[src/rtl/ysyx_23060236_uart_lite.sv]
// AXI4-lite UART transmitter: TX FIFO, programmable baud divisor, 8N1 txd.
// TXDATA at BASE_ADDR, STATUS at +4, DIVISOR at +8.
module ysyx_23060236_uart_lite #(
    parameter logic [31:0] BASE_ADDR  = 32'ha00003f8,
    parameter int          FIFO_DEPTH = 16,
    parameter logic [15:0] DIV_RESET  = 16'd868,
    parameter bit          SIM_PRINT  = 1'b1
) (
    input  logic        clock,
    input  logic        reset,
    input  logic [31:0] awaddr,
    input  logic        awvalid,
    output logic        awready,
    input  logic [31:0] wdata,
    input  logic [3:0]  wstrb,
    input  logic        wvalid,
    output logic        wready,
    output logic [1:0]  bresp,
    output logic        bvalid,
    input  logic        bready,
    input  logic [31:0] araddr,
    input  logic        arvalid,
    output logic        arready,
    output logic [31:0] rdata,
    output logic [1:0]  rresp,
    output logic        rvalid,
    input  logic        rready,
    output logic        txd
);
    localparam int AW = $clog2(FIFO_DEPTH);

    typedef enum logic [2:0] {
        S_IDLE, S_LOAD, S_START, S_DATA, S_STOP
    } state_t;

    logic [31:0] r_awaddr;
    logic        r_aw_got;
    logic [15:0] r_wdata;
    logic [1:0]  r_wstrb;
    logic        r_w_got;
    logic        r_bvalid;
    logic [1:0]  r_bresp;
    logic        r_rvalid;
    logic [31:0] r_rdata;
    logic [1:0]  r_rresp;
    logic [15:0] r_div;
    logic [7:0]  r_mem [FIFO_DEPTH];
    logic [AW:0] r_wptr;
    logic [AW:0] r_rptr;
    state_t      r_state;
    logic [7:0]  r_shift;
    logic [15:0] r_bdiv;
    logic [15:0] r_cnt;
    logic [2:0]  r_bit;
    logic        r_txd;

    logic        w_wr_exec;
    logic        w_is_tx;
    logic        w_is_st;
    logic        w_is_div;
    logic [1:0]  w_wr_resp;
    logic        w_push;
    logic        w_pop;
    logic        w_empty;
    logic        w_full;
    logic [AW:0] w_level;
    logic [7:0]  w_level8;
    logic        w_busy;
    logic [7:0]  w_fifo_out;
    logic [15:0] w_div_eff;
    logic        w_bit_end;
    logic [31:0] w_status;
    logic [31:0] w_rd_data;
    logic [1:0]  w_rd_resp;
    logic        w_unused;

    assign awready = ~r_aw_got;
    assign wready  = ~r_w_got;
    assign bvalid  = r_bvalid;
    assign bresp   = r_bresp;
    assign arready = ~r_rvalid;
    assign rvalid  = r_rvalid;
    assign rdata   = r_rdata;
    assign rresp   = r_rresp;
    assign txd     = r_txd;

    assign w_unused = &{1'b0, wdata[31:16], wstrb[3:2]};

    assign w_wr_exec = r_aw_got & r_w_got & ~r_bvalid;
    assign w_is_tx   = r_awaddr == BASE_ADDR;
    assign w_is_st   = r_awaddr == BASE_ADDR + 32'd4;
    assign w_is_div  = r_awaddr == BASE_ADDR + 32'd8;

    assign w_empty  = r_wptr == r_rptr;
    assign w_full   = (r_wptr[AW] != r_rptr[AW]) &&
                      (r_wptr[AW-1:0] == r_rptr[AW-1:0]);
    assign w_level  = r_wptr - r_rptr;
    assign w_level8 = 8'(w_level);
    assign w_busy   = r_state != S_IDLE;
    assign w_status = {16'b0, w_level8, 5'b0, w_busy, w_empty, w_full};

    assign w_fifo_out = r_mem[r_rptr[AW-1:0]];
    assign w_div_eff  = (r_div == 16'd0) ? 16'd1 : r_div;
    assign w_bit_end  = r_cnt == r_bdiv - 16'd1;

    // full is sampled before the edge, so a same-cycle pop never frees a slot
    assign w_push = w_wr_exec & w_is_tx & r_wstrb[0] & ~w_full;
    assign w_pop  = ~w_empty & ((r_state == S_IDLE) |
                    ((r_state == S_STOP) & w_bit_end));

    always_comb begin
        w_wr_resp = 2'b11;
        if (w_is_tx)
            w_wr_resp = (r_wstrb[0] && w_full) ? 2'b10 : 2'b00;
        else if (w_is_st || w_is_div)
            w_wr_resp = 2'b00;
    end

    always_comb begin
        w_rd_data = 32'd0;
        w_rd_resp = 2'b00;
        if (araddr == BASE_ADDR + 32'd4)
            w_rd_data = w_status;
        else if (araddr == BASE_ADDR + 32'd8)
            w_rd_data = {16'b0, r_div};
        else if (araddr != BASE_ADDR)
            w_rd_resp = 2'b11;
    end

    always_ff @(posedge clock) begin
        if (reset) begin
            r_aw_got <= 1'b0;
            r_awaddr <= 32'd0;
            r_w_got  <= 1'b0;
            r_wdata  <= 16'd0;
            r_wstrb  <= 2'b0;
            r_bvalid <= 1'b0;
            r_bresp  <= 2'b0;
            r_div    <= DIV_RESET;
        end else begin
            if (awvalid && !r_aw_got) begin
                r_aw_got <= 1'b1;
                r_awaddr <= awaddr;
            end
            if (wvalid && !r_w_got) begin
                r_w_got <= 1'b1;
                r_wdata <= wdata[15:0];
                r_wstrb <= wstrb[1:0];
            end
            if (w_wr_exec) begin
                r_bvalid <= 1'b1;
                r_bresp  <= w_wr_resp;
                if (w_is_div && r_wstrb[0]) r_div[7:0]  <= r_wdata[7:0];
                if (w_is_div && r_wstrb[1]) r_div[15:8] <= r_wdata[15:8];
            end
            if (r_bvalid && bready) begin
                r_bvalid <= 1'b0;
                r_aw_got <= 1'b0;
                r_w_got  <= 1'b0;
            end
        end
    end

    always_ff @(posedge clock) begin
        if (reset) begin
            r_rvalid <= 1'b0;
            r_rdata  <= 32'd0;
            r_rresp  <= 2'b0;
        end else if (arvalid && !r_rvalid) begin
            r_rvalid <= 1'b1;
            r_rdata  <= w_rd_data;
            r_rresp  <= w_rd_resp;
        end else if (r_rvalid && rready) begin
            r_rvalid <= 1'b0;
        end
    end

    always_ff @(posedge clock) begin
        if (reset) begin
            r_wptr <= '0;
            r_rptr <= '0;
        end else begin
            if (w_push) r_wptr <= r_wptr + 1'b1;
            if (w_pop)  r_rptr <= r_rptr + 1'b1;
        end
    end

    always_ff @(posedge clock) begin
        if (w_push) r_mem[r_wptr[AW-1:0]] <= r_wdata[7:0];
    end

    always_ff @(posedge clock) begin
        if (reset) begin
            r_state <= S_IDLE;
            r_txd   <= 1'b1;
            r_cnt   <= 16'd0;
            r_bit   <= 3'd0;
            r_shift <= 8'd0;
            r_bdiv  <= 16'd1;
        end else begin
            case (r_state)
                S_IDLE: if (!w_empty) begin
                    r_state <= S_LOAD;
                    r_shift <= w_fifo_out;
                    r_bdiv  <= w_div_eff;
                end
                S_LOAD: begin
                    r_state <= S_START;
                    r_txd   <= 1'b0;
                    r_cnt   <= 16'd0;
                end
                S_START: if (w_bit_end) begin
                    r_state <= S_DATA;
                    r_txd   <= r_shift[0];
                    r_bit   <= 3'd0;
                    r_cnt   <= 16'd0;
                end else begin
                    r_cnt <= r_cnt + 16'd1;
                end
                S_DATA: if (w_bit_end) begin
                    r_cnt <= 16'd0;
                    if (r_bit == 3'd7) begin
                        r_state <= S_STOP;
                        r_txd   <= 1'b1;
                    end else begin
                        r_bit   <= r_bit + 3'd1;
                        r_txd   <= r_shift[1];
                        r_shift <= r_shift >> 1;
                    end
                end else begin
                    r_cnt <= r_cnt + 16'd1;
                end
                S_STOP: if (w_bit_end) begin
                    r_cnt <= 16'd0;
                    if (!w_empty) begin
                        r_state <= S_START;
                        r_txd   <= 1'b0;
                        r_shift <= w_fifo_out;
                        r_bdiv  <= w_div_eff;
                    end else begin
                        r_state <= S_IDLE;
                    end
                end else begin
                    r_cnt <= r_cnt + 16'd1;
                end
                default: r_state <= S_IDLE;
            endcase
        end
    end

    generate
        if (SIM_PRINT) begin : g_echo
`ifndef SYNTHESIS
            always @(posedge clock) begin
                if (!reset && w_push) $write("%c", r_wdata[7:0]);
            end
`endif
        end
    endgenerate

endmodule

[config.mk]
export PLATFORM = sky130hd
export DESIGN_NAME = ysyx_23060236_uart_lite
export DESIGN_NICKNAME = d
export VERILOG_FILES = /design/src/rtl/ysyx_23060236_uart_lite.sv
export SDC_FILE = /design/constraint.sdc
export NUM_CORES = 1
export LEC_CHECK = 0
export ABC_AREA = 1
export BUFFER_PORTS_ARGS = -buffer_cell sky130_fd_sc_hd__buf_2
export CORE_UTILIZATION = 55
export CTS_BUF_LIST = sky130_fd_sc_hd__clkbuf_4
export CTS_CLUSTER_DIAMETER = 50
export DETAILED_ROUTE_END_ITERATION = 7
export PLACE_DENSITY = 0.85
export RECOVER_POWER = 50
export SYNTH_ARGS = -nofsm -noshare
export SYNTH_HDL_FRONTEND = slang
export SYNTH_SLANG_ARGS = --single-unit
[constraint.sdc]
create_clock -name clock -period 7.05 [get_ports clock]
set_clock_uncertainty 0.15 [all_clocks]
set_input_delay 1.0575 -clock clock [delete_from_list [all_inputs] [get_ports clock]]
set_output_delay 1.0575 -clock clock [all_outputs]
set_load 0.005 [all_outputs]
==> metrics.md, run 1 <==
| Metric | Value |
|---|---|
| Post-detailed-route DRC marker count | `0` |
| Multiplexer share of the synthesized area | `0` |
| I/O pin count | `149` |
| Filler cell count | `1,766` |
| Later-pin clock latency in the skew report | `0.68 ns` |
| RSZ-0062 raised after global routing | `false` |
| Launch point of the worst path | `reset` |
| Flip-flop cell with the highest count after synthesis | `dfxtp_1` |
| Number of vias after detailed routing | `10,893` |
| Share of synthesized cell area in full adder, half adder and majority cells | `0.0144` |
| Number of buffers added by the clock tree synthesis step | `68` |
| Synthesized-area fraction occupied by ao, oa, aoi and oai cells | `0.145` |
| Pwr per Cell Area | `247 nW/um^2` |
| Leakage Power | `5.73 nW` |
| Worst-case clock buffer depth | `3` |
| Reg2reg start | `r_w_got` |
| Gates resized, CTS repair | `0` |
| Via count of the first global-routing pass | `10,116` |
| Endpoint class of the critical path | `flop` |
| Die height | `154 um` |
| Worst-path cell chain | `buf_2 -> buf_4 -> inv_1 -> clkbuf_1 -> o21ai_0 -> a21oi_1` |
| DRC violation total after the first TritonRoute iteration | `1,025` |
| Average cell area after synthesis | `8.67 sq um` |
| Critical Path Fanout Max | `80` |
| Family with the most delay on the worst path | `buffers and inverters` |
| Share of the clock period used by the worst path after layout | `0.606` |
| CTS H-tree lvls | `3` |
| Worst setup path category | `in2reg` |
| Simple-gate share of the synthesized area | `0.208` |
| Worst Min Path Start | `r_awaddr[23]` |
| Via density per instance | `5.68` |
| Total of flip-flops plus latches after synthesis | `278` |
| Width of the die | `154 um` |
| Area Overhead vs Synth | `11.2%` |
| Delay of the slowest critical-path stage | `2.04 ns` |
| Number of sinks on the clock net | `278` |
| Setup Buffers After CTS | `0` |
| CTS tree | `built` |
| Arrival @ worst endpoint | `4.70 ns` |
| Number of distinct library cells after synthesis | `49` |
| HPWL after DPL | `19,900 um` |
| Shortest period the worst path allows | `4.28 ns` |
| Initial standard-cell utilization of the core | `0.560` |
| Summed negative setup slack over all endpoints | `0 ns` |
| Cell area after layout | `14,100 sq um` |
| Total core area | `22,600 sq um` |
| Combined global-route utilization of all metal layers | `0.261` |
| Row count | `55` |
| Number of antenna violations at the first check in global routing | `1` |
| Normalized max-slew margin | `-0.880` |
| Setup slack, reg-to-reg | `3.69 ns` |
| Worst path required time | `7.48 ns` |
| Final max-slew violation count | `81` |
| Netlist area before placement | `12,700 sq um` |
| 1st-pass router iterations | `5` |
| Routed Antenna Nets | `0` |
| Placed cell count | `1,804` |
| Share of flip-flops with an asynchronous set or reset | `0` |
| Cell area after placement | `13,300 sq um` |
| Global-route met3 utilization | `0.0426` |
| Sequential area share after synthesis | `0.540` |
| Highest attainable clock frequency | `234 MHz` |
| Critical Path Source Type | `input port` |
| First-pass GRT wire length | `49,200 um` |
| Sum of buffers and inverters on the critical path | `4` |
| Proportion of layout cells with a drive suffix above 1 | `0.141` |
| Gp weighted congestion | `0.915` |
| Area of the die | `23,700 sq um` |
| Most heavily used metal layer in global routing | `met2` |
| Met2 track demand over resource | `0.445` |
| Clock Pin Slew Worst Setup and Hold Paths | `0.07 ns` |
| Number of hold-slack violations in the final timing report | `0` |
| Run status | `finished with violations` |
| Combinational family with the most area after synthesis | `simple AND/OR/NAND/NOR gates` |
| Post-layout net count | `1,710` |
| Worst path slowest cell | `clkbuf_1` |
| Pin count of the biggest net entering global routing | `81` |
| Count of maximum capacitance violations | `1` |
| Cells after Synth | `1,461` |
| Number of buffers added to fix hold violations after cts | `0` |
| Met1 capacity usage during global routing | `0.329` |
| Final standard cell count with taps included and fillers excluded | `1,919` |
| Transition at the pin with the smallest max-transition slack | `2.82 ns` |
| Global route total overflow | `0` |
| Cell chosen for the clock root | `clkbuf_4` |
| Aggregate routed wire length | `30,700 um` |
| IO buf count | `114` |
| Final-report setup violation count | `0` |
| Avg WL per Cell | `16.0 um` |
| Hold slack | `0.305 ns` |
| Xor/xnor share of the synthesized area | `0.0187` |
| Min-delay worst type | `reg2reg` |
| Largest voltage drop on the vdd net | `0.175 mV` |
| Violated checks | `max-capacitance violations, max-slew violations` |
| Number of flops mapped to enable cells by yosys | `128` |
| Total number of yosys warnings | `0` |
==> report_power, final <==
part           switching, W  total, W  internal [W]
Combinational      0.000285  0.000410      0.000125
Sequential        0.0000472   0.00178       0.00174
Clock              0.000631   0.00128      0.000652
==> worst min-delay path, stage by stage (launching register included) <==
cell     delay (ns)
dfxtp_1        0.30
inv_1          0.06
a21oi_1        0.05
==> registers in the layout (all words and copies together), names as in the netlist, 3 cells and up, named ones only <==
name and count:
rdata 16, r_rptr 5, r_awaddr 32, r_cnt 16
r_bit 3, r_state 3, r_shift 8, r_wdata 16
r_bdiv 16, r_mem 128, r_wptr 5, r_div 16
==> per-stage QoR <==
stage | total power (W) | worst slack [ns] | utilization
2_1_floorplan | 0.00210 | 4.51 | -
3_3_place_gp | 0.00220 | 3.70 | 0.588
3_5_place_dp | 0.00222 | 3.67 | 0.588
4_1_cts | 0.00349 | 3.82 | 0.624
5_1_grt | 0.00361 | 2.36 | 0.622
6_report | 0.00348 | 2.77 | 0.622
==> synthesized netlist by cell type, types with 3 or more instances <==
master    instances  area [sq um]
inv_1           142           533
nor2_2            3          18.8
nand3b_1          4          30.0
nor4_1           15          93.8
nand3_1          72           360
o22ai_1           3          18.8
dfxtp_1         150          3000
nand2_4           5          56.3
xor2_1           18           158
o211ai_1         33           248
edfxtp_1        128          3840
clkbuf_1         53           199
nand2_1         191           717
o21ai_0         143           716
buf_6             4          45.0
nor3_1           10          50.1
nor2_1          236           886
nand4_1          40           250
a21oi_1         112           561
nor2_4            3          33.8
o221ai_1         18           158
buf_4            17           128
o21a_1            4          30.0
xnor2_1           9          78.8
ha_1             13           163
==> cells by family (layout without fill, tap and decap cells) <==
logic type,count (synthesis),count (layout)
compound gates,326,326
xor+xnor,27,27
fa+ha+maj,14,14
buf+inv,222,379
flops,278,278
other cells,1,17
simple gates,593,593
==> worst paths after layout <==
check	endpoint	cells after the start
hold / removal	r_awaddr[23]	2
setup reg to reg	r_mem[3][0]	8
setup / recovery	r_awaddr[8]	6
hold reg to reg	r_awaddr[23]	2
==> cell usage in the layout (no fill, tap or decap), drive strengths merged, types with 13 or more instances in the layout <==
cell type and count:
o211ai 34, inv 145, nand2 198, a21oi 112, nand3 75, nor2 244, xor2 18, o21ai 147
dfxtp 150, edfxtp 128, buf 105, nand4 40, o221ai 18, ha 13, clkbuf 109, nor4 15
clkinv 18, conb 16
==> per-layer routing <==
metal	up-vias	share of wire
li1	5246	-
met1	5041	0.41
met2	536	0.48
met3	70	0.085
met4	0	0.027
met5	-	0
==> area by class of cell <==
class,instances,area (sq um),share of cell area
inverters,145,544,0.0386
diodes,1,2.50,0.000178
repair buffers,120,594,0.0422
well taps,285,357,0.0253
multi-input cells,976,4930,0.350
clock buffers,94,706,0.0501
flip-flops and latches,278,6850,0.486
clock inverters,20,106,0.00755
Power figures use the tool's default switching activity.
==> run 2: changes to the inputs <==
==> constraint.sdc (replaced) <==
create_clock -name clock -period 4.2 [get_ports clock]
set_clock_uncertainty 0.15 [all_clocks]
set_input_delay 0.63 -clock clock [delete_from_list [all_inputs] [get_ports clock]]
set_output_delay 0.63 -clock clock [all_outputs]
set_load 0.005 [all_outputs]
==> run 2 against run 1 <==
  * The flow still finishes with violations (max-capacitance violations, max-slew violations)
  * First-iteration DRC count rose by 3.6%
  * Final cell count rose by 0.16%
  * Clock power rose by 80%
  * Die area did not move
  * Worst setup slack got worse by 1.7 ns
  * Sequential power rose by 69%
  * Total power rose by 72%
  * Highest routed layer unchanged
  * Utilization rose by 0.51 points
  * Via count rose by 0.20%
  * Register-to-register slack got worse by 2.6 ns
==> metrics.md, run 2 (same netlist as run 1, synthesis figures left out) <==
| Metric | Value |
|---|---|
| Run status | `finished with violations` |
| Violated checks | `max-capacitance violations, max-slew violations` |
| Later-pin clock latency in the skew report | `0.67 ns` |
| Arrival @ worst endpoint | `3.25 ns` |
| Total core area | `22,600 sq um` |
| HPWL after DPL | `20,700 um` |
| Cell chosen for the clock root | `clkbuf_4` |
| DRC violation total after the first TritonRoute iteration | `1,062` |
| Proportion of layout cells with a drive suffix above 1 | `0.145` |
| Launch point of the worst path | `r_awaddr[22]` |
| Number of hold-slack violations in the final timing report | `0` |
| Via count of the first global-routing pass | `10,380` |
| 1st-pass router iterations | `6` |
| Combined global-route utilization of all metal layers | `0.267` |
| RSZ-0062 raised after global routing | `false` |
| Number of buffers added by the clock tree synthesis step | `67` |
| I/O pin count | `149` |
| Summed negative setup slack over all endpoints | `0 ns` |
| Post-layout net count | `1,712` |
| Area of the die | `23,700 sq um` |
| Post-layout util | `0.627` |
| Final Total Pwr | `0.00597 W` |
| Die height | `154 um` |
| Number of cells traversed by the worst register-to-register path | `9` |
| Setup slack, reg-to-reg | `1.09 ns` |
| Post-Place Worst Slack | `1.13 ns` |
| Most common cell after layout, fill and taps aside | `nor2_1` |
| Number of buffers added to fix hold violations after cts | `0` |
| Transition at the pin with the smallest max-transition slack | `1.79 ns` |
| Area Overhead vs Synth | `12.1%` |
| Initial standard-cell utilization of the core | `0.560` |
| Critical Path Fanout Max | `8` |
| Post-detailed-route DRC marker count | `0` |
| Gp weighted congestion | `0.895` |
| Leakage Power | `5.77 nW` |
| Reg2reg start | `r_awaddr[22]` |
| Count of maximum capacitance violations | `1` |
| Global route total overflow | `0` |
| Worst path setup slack after routing | `1.09 ns` |
| Via density per instance | `5.68` |
| Pin count of the biggest net entering global routing | `71` |
| Timing endpoint of the critical path | `r_mem[0][1]` |
| Gates resized, CTS repair | `0` |
| Critical Path Source Type | `flop` |
| Final-report setup violation count | `0` |
| Routed Antenna Nets | `0` |
| Worst-case clock buffer depth | `3` |
| Highest-count cells in the layout ignoring fill and taps | `236 x nor2_1, 191 x nand2_1, 149 x dfxtp_1` |
| Number of flip-flops in the largest register | `128` |
| Number of antenna violations at the first check in global routing | `1` |
| First-pass GRT wire length | `50,200 um` |
| Destination of the worst register-to-register timing path | `r_mem[0][1]` |
| Row count | `55` |
| Avg WL per Cell | `16.3 um` |
| Cell area after placement | `13,300 sq um` |
| Pwr per Cell Area | `421 nW/um^2` |
| Width of the die | `154 um` |
| Aggregate routed wire length | `31,300 um` |
| Setup Buffers After CTS | `0` |
| Number of sinks on the clock net | `278` |
| Largest voltage drop on the vdd net | `0.275 mV` |
| CTS H-tree lvls | `3` |
| CTS tree | `built` |
| Final max-slew violation count | `71` |
| Cell area after layout | `14,200 sq um` |
| Highest attainable clock frequency | `322 MHz` |
| IO buf count | `114` |
| Shortest period the worst path allows | `3.11 ns` |
| Clock Pin Slew Worst Setup and Hold Paths | `0.07 ns` |
| Normalized max-slew margin | `-0.197` |
| Share of the clock period used by the worst path after layout | `0.740` |
| Min-delay worst type | `in2reg` |
| Number of vias after detailed routing | `10,915` |
| Worst path required time | `4.34 ns` |
| Endpoint class of the critical path | `flop` |
| Worst setup path category | `reg2reg` |
run 2: cell count changes in the layout (fill, tap and decap cells not counted), sizes merged:
| cell | change |
|---|---|
| clkinv | -7 |
| clkbuf | +10 |
| inv | -2 |
| bufinv | +2 |
run 2: worst min path at each step:
| stage | from | to | slack (ns) | cells past startpoint |
|---|---|---|---|---|
| 2_1_floorplan | r_awaddr[16] | r_awaddr[16] | 0.28 | 2 |
| 3_3_place_gp | r_awaddr[17] | r_awaddr[17] | 0.29 | 2 |
| 3_5_place_dp | r_wdata[13] | r_div[13] | 0.30 | 2 |
| 4_1_cts | wdata[8] | r_wdata[8] | 0.03 | 3 |
| 5_1_grt | awaddr[31] | r_awaddr[31] | 0.05 | 3 |
| 6_report | wdata[8] | r_wdata[8] | 0.06 | 3 |
run 2: critical path: stages, from the launching register on:
cell and delay, ns:
dfxtp_1 0.30, inv_1 0.06, nand4_1 0.11, nor2_1 0.18
nand2_1 0.10, nor4_1 0.46, nand3_1 0.30, inv_1 0.21
nand2_1 0.15, nor2_1 0.73
run 2: layout make-up:
type | instances | area, sq um
Antenna cell | 1 | 2.50
Clock buffer | 101 | 758
Clock inverter | 13 | 133
Fill cell | 1765 | 8440
Inverter | 145 | 544
Multi-Input combinational cell | 976 | 4950
Sequential cell | 278 | 6850
Tap cell | 285 | 357
Timing Repair Buffer | 123 | 609
run 2: where the power goes:
part           leakage, nW  internal [W]  switching (W)  total, W
Sequential            2.38       0.00292      0.0000822   0.00300
Clock                0.524       0.00128        0.00102   0.00230
Combinational         2.87      0.000210       0.000465  0.000675
Total                 5.77       0.00440        0.00157   0.00597
run 2: metal layers:
layer	up-vias	global-route usage	wire length, um
li1	5249	-	-
met1	5052	0.323	12300
met2	510	0.456	15300
met3	104	0.0479	2450
met4	0	0.138	1220
met5	-	0	0
run 2: per-stage QoR:
stage          cells  hold WS, ns
6_report        1922       0.0571
3_5_place_dp    1807        0.298
5_1_grt         1922       0.0515
2_1_floorplan   1476        0.279
4_1_cts         1921       0.0252
3_3_place_gp    1807        0.289
==> run 3: changes to the inputs <==
--- a/config.mk
+++ b/config.mk
@@ -11,7 +11,7 @@
 export CTS_BUF_LIST = sky130_fd_sc_hd__clkbuf_4
 export CTS_CLUSTER_DIAMETER = 50
 export DETAILED_ROUTE_END_ITERATION = 7
-export PLACE_DENSITY = 0.85
+export PLACE_DENSITY = 0.88
 export RECOVER_POWER = 50
 export SYNTH_ARGS = -nofsm -noshare
 export SYNTH_HDL_FRONTEND = slang
==> constraint.sdc (replaced) <==
create_clock -name clock -period 2.7 [get_ports clock]
set_clock_uncertainty 0.15 [all_clocks]
set_input_delay 0.405 -clock clock [delete_from_list [all_inputs] [get_ports clock]]
set_output_delay 0.405 -clock clock [all_outputs]
set_load 0.005 [all_outputs]
==> run 3 against run 2 <==
  * The run ends with negative setup slack left
  * Total power grew 57%
  * Maximum frequency rose by 14%
  * Clock power is 51% higher
  * Critical path type unchanged
  * Largest power group unchanged
  * Highest routed layer unchanged
==> metrics.md, run 3 (same netlist as run 1, synthesis figures left out) <==
| Metric | Value |
|---|---|
| Final-report setup violation count | `8` |
| Number of cells traversed by the worst register-to-register path | `11` |
| Number of sinks on the clock net | `278` |
| Gp weighted congestion | `0.939` |
| Clock Pin Slew Worst Setup and Hold Paths | `0.06 ns` |
| Destination of the worst register-to-register timing path | `r_mem[11][3]` |
| Pwr per Cell Area | `619 nW/um^2` |
| Post-layout net count | `1,805` |
| Routed Antenna Nets | `0` |
| Area of the die | `23,700 sq um` |
| Worst path setup slack after routing | `-0.0357 ns` |
| Most common cell after layout, fill and taps aside | `nor2_1` |
| Cell area after placement | `13,600 sq um` |
| Count of maximum capacitance violations | `0` |
| Pin count of the biggest net entering global routing | `75` |
| Cell area after layout | `15,200 sq um` |
| Worst-case clock buffer depth | `3` |
| Largest voltage drop on the vdd net | `0.439 mV` |
| CTS tree | `built` |
| Global route total overflow | `0` |
| Critical Path Source Type | `flop` |
| Worst-path cell chain | `inv_1 -> nand4_1 -> nor2_1 -> nand2_1 -> nor4_4 -> nand3_1 -> inv_1 -> nand3_1 -> buf_4 -> nor2_1 -> buf_4` |
| Cell chosen for the clock root | `clkbuf_4` |
| CTS H-tree lvls | `3` |
| Family with the most delay on the worst path | `simple AND/OR/NAND/NOR gates` |
| Run status | `finished with violations` |
| Final max-slew violation count | `0` |
| Hold slack | `0.103 ns` |
| Number of antenna violations at the first check in global routing | `1` |
| Initial standard-cell utilization of the core | `0.560` |
| Highest attainable clock frequency | `366 MHz` |
| Combined global-route utilization of all metal layers | `0.304` |
| Normalized max-slew margin | `0.413` |
| Transition at the pin with the smallest max-transition slack | `0.881 ns` |
| Terminating pin of the worst hold path | `rresp[0]` |
| Worst setup path category | `reg2reg` |
| Critical Path Fanout Max | `8` |
| First-pass GRT wire length | `57,000 um` |
| Min-delay worst type | `in2reg` |
| Aggregate routed wire length | `36,600 um` |
| Area Overhead vs Synth | `19.8%` |
| Violated checks | `negative setup slack` |
| Shortest period the worst path allows | `2.74 ns` |
| Hold Path Depth | `6` |
| Sum of buffers and inverters on the critical path | `4` |
| Post-detailed-route DRC marker count | `0` |
| Reg2reg start | `r_awaddr[28]` |
| I/O pin count | `149` |
| Worst path slowest cell | `dfxtp_1` |
| 1st-pass router iterations | `7` |
| Number of flip-flops in the largest register | `128` |
| Via count of the first global-routing pass | `11,383` |
| Final Total Pwr | `0.00939 W` |
| Row count | `55` |
| Endpoint class of the critical path | `flop` |
| Worst path required time | `2.88 ns` |
| IO buf count | `114` |
| Via density per instance | `5.94` |
| Proportion of layout cells with a drive suffix above 1 | `0.168` |
| Delay of the slowest critical-path stage | `0.32 ns` |
| DRC violation total after the first TritonRoute iteration | `1,173` |
| Number of buffers added by the clock tree synthesis step | `67` |
| Number of vias after detailed routing | `11,952` |
| Die height | `154 um` |
| Number of hold-slack violations in the final timing report | `0` |
| Width of the die | `154 um` |
| HPWL after DPL | `21,100 um` |
| Setup slack, reg-to-reg | `-0.04 ns` |
| Arrival @ worst endpoint | `2.92 ns` |
| Post-Place Worst Slack | `0.0128 ns` |
| Share of the clock period used by the worst path after layout | `1.01` |
| Worst Min Path Start | `araddr[5]` |
| Total core area | `22,600 sq um` |
| Highest-count cells in the layout ignoring fill and taps | `221 x nor2_1, 189 x nand2_1, 149 x dfxtp_1` |
| Avg WL per Cell | `18.2 um` |
| Later-pin clock latency in the skew report | `0.66 ns` |
| Leakage Power | `6.19 nW` |
==> run 3: cell count changes in the layout (fill, tap and decap cells not counted), sizes merged <==
| cell | before | now |
|---|---|---|
| inv | 143 | 144 |
| bufinv | 3 | 2 |
| clkinv | 11 | 14 |
| dlygate4sd3 | 0 | 57 |
| buf | 105 | 142 |
| clkbuf | 119 | 111 |
==> run 3: cell type report <==
cell class	instances	area, sq um
fill	1524	7460
sequential	278	6850
multi-input combinational	976	5110
timing repair buffer	216	1490
clock buffer	94	706
inverter	145	544
tap	285	357
clock inverter	16	116
antenna	1	2.50
==> run 3: repair_timing <==
action / in CTS / in global routing
hold buffers: 57 / 0
buffers inserted: 0 / 4
gates resized for setup: 3 / 36
setup endpoints to repair: 14 / 172
pin swaps: 0 / 1
hold endpoints to repair: 57 / 0
==> run 3: worst max-delay path by stage <==
stage / from / to / slack, ns / cells past startpoint
after detailed placement: r_awaddr[22] / r_mem[3][3] / 0.01 / 9
after CTS: r_awaddr[22] / r_mem[8][3] / 0.008 / 9
final: r_awaddr[28] / r_mem[11][3] / -0.04 / 11
after global routing: r_awaddr[28] / r_mem[11][3] / -0.14 / 11
after floorplan: r_w_got / r_mem[15][0] / 0.34 / 8
after global placement: r_awaddr[22] / r_mem[3][3] / 0.08 / 9
==> run 3: tightest hold or removal path: stages <==
cell and delay (ns):
buf_2 0.11, nand4_1 0.06, nor3_1 0.05, nand2_1 0.05
nand2_1 0.07, a21oi_1 0.12
==> run 3: per-stage QoR <==
stage / instances / setup TNS [ns] / utilization
floorplan: 1476 / 0 / -
global placement: 1839 / 0 / 0.600
detailed placement: 1839 / 0 / 0.600
CTS: 2006 / 0 / 0.662
global route: 2011 / -5.27 / 0.670
finish: 2011 / -0.154 / 0.670
==> run 3: where the power goes <==
group / switching [W] / internal, W / total (W) / leakage (nW)
clock: 0.00169 / 0.00179 / 0.00348 / 0.484
combinational: 0.000814 / 0.000433 / 0.00125 / 3.32
sequential: 0.000137 / 0.00453 / 0.00467 / 2.38
==> run 3: layer usage <==
metal / routed length [um] / vias up / track usage
li1: - / 5421 / -
met1: 13800 / 5479 / 0.373
met2: 17200 / 866 / 0.497
met3: 3700 / 186 / 0.0595
met4: 1970 / 0 / 0.185
met5: 0 / - / 0
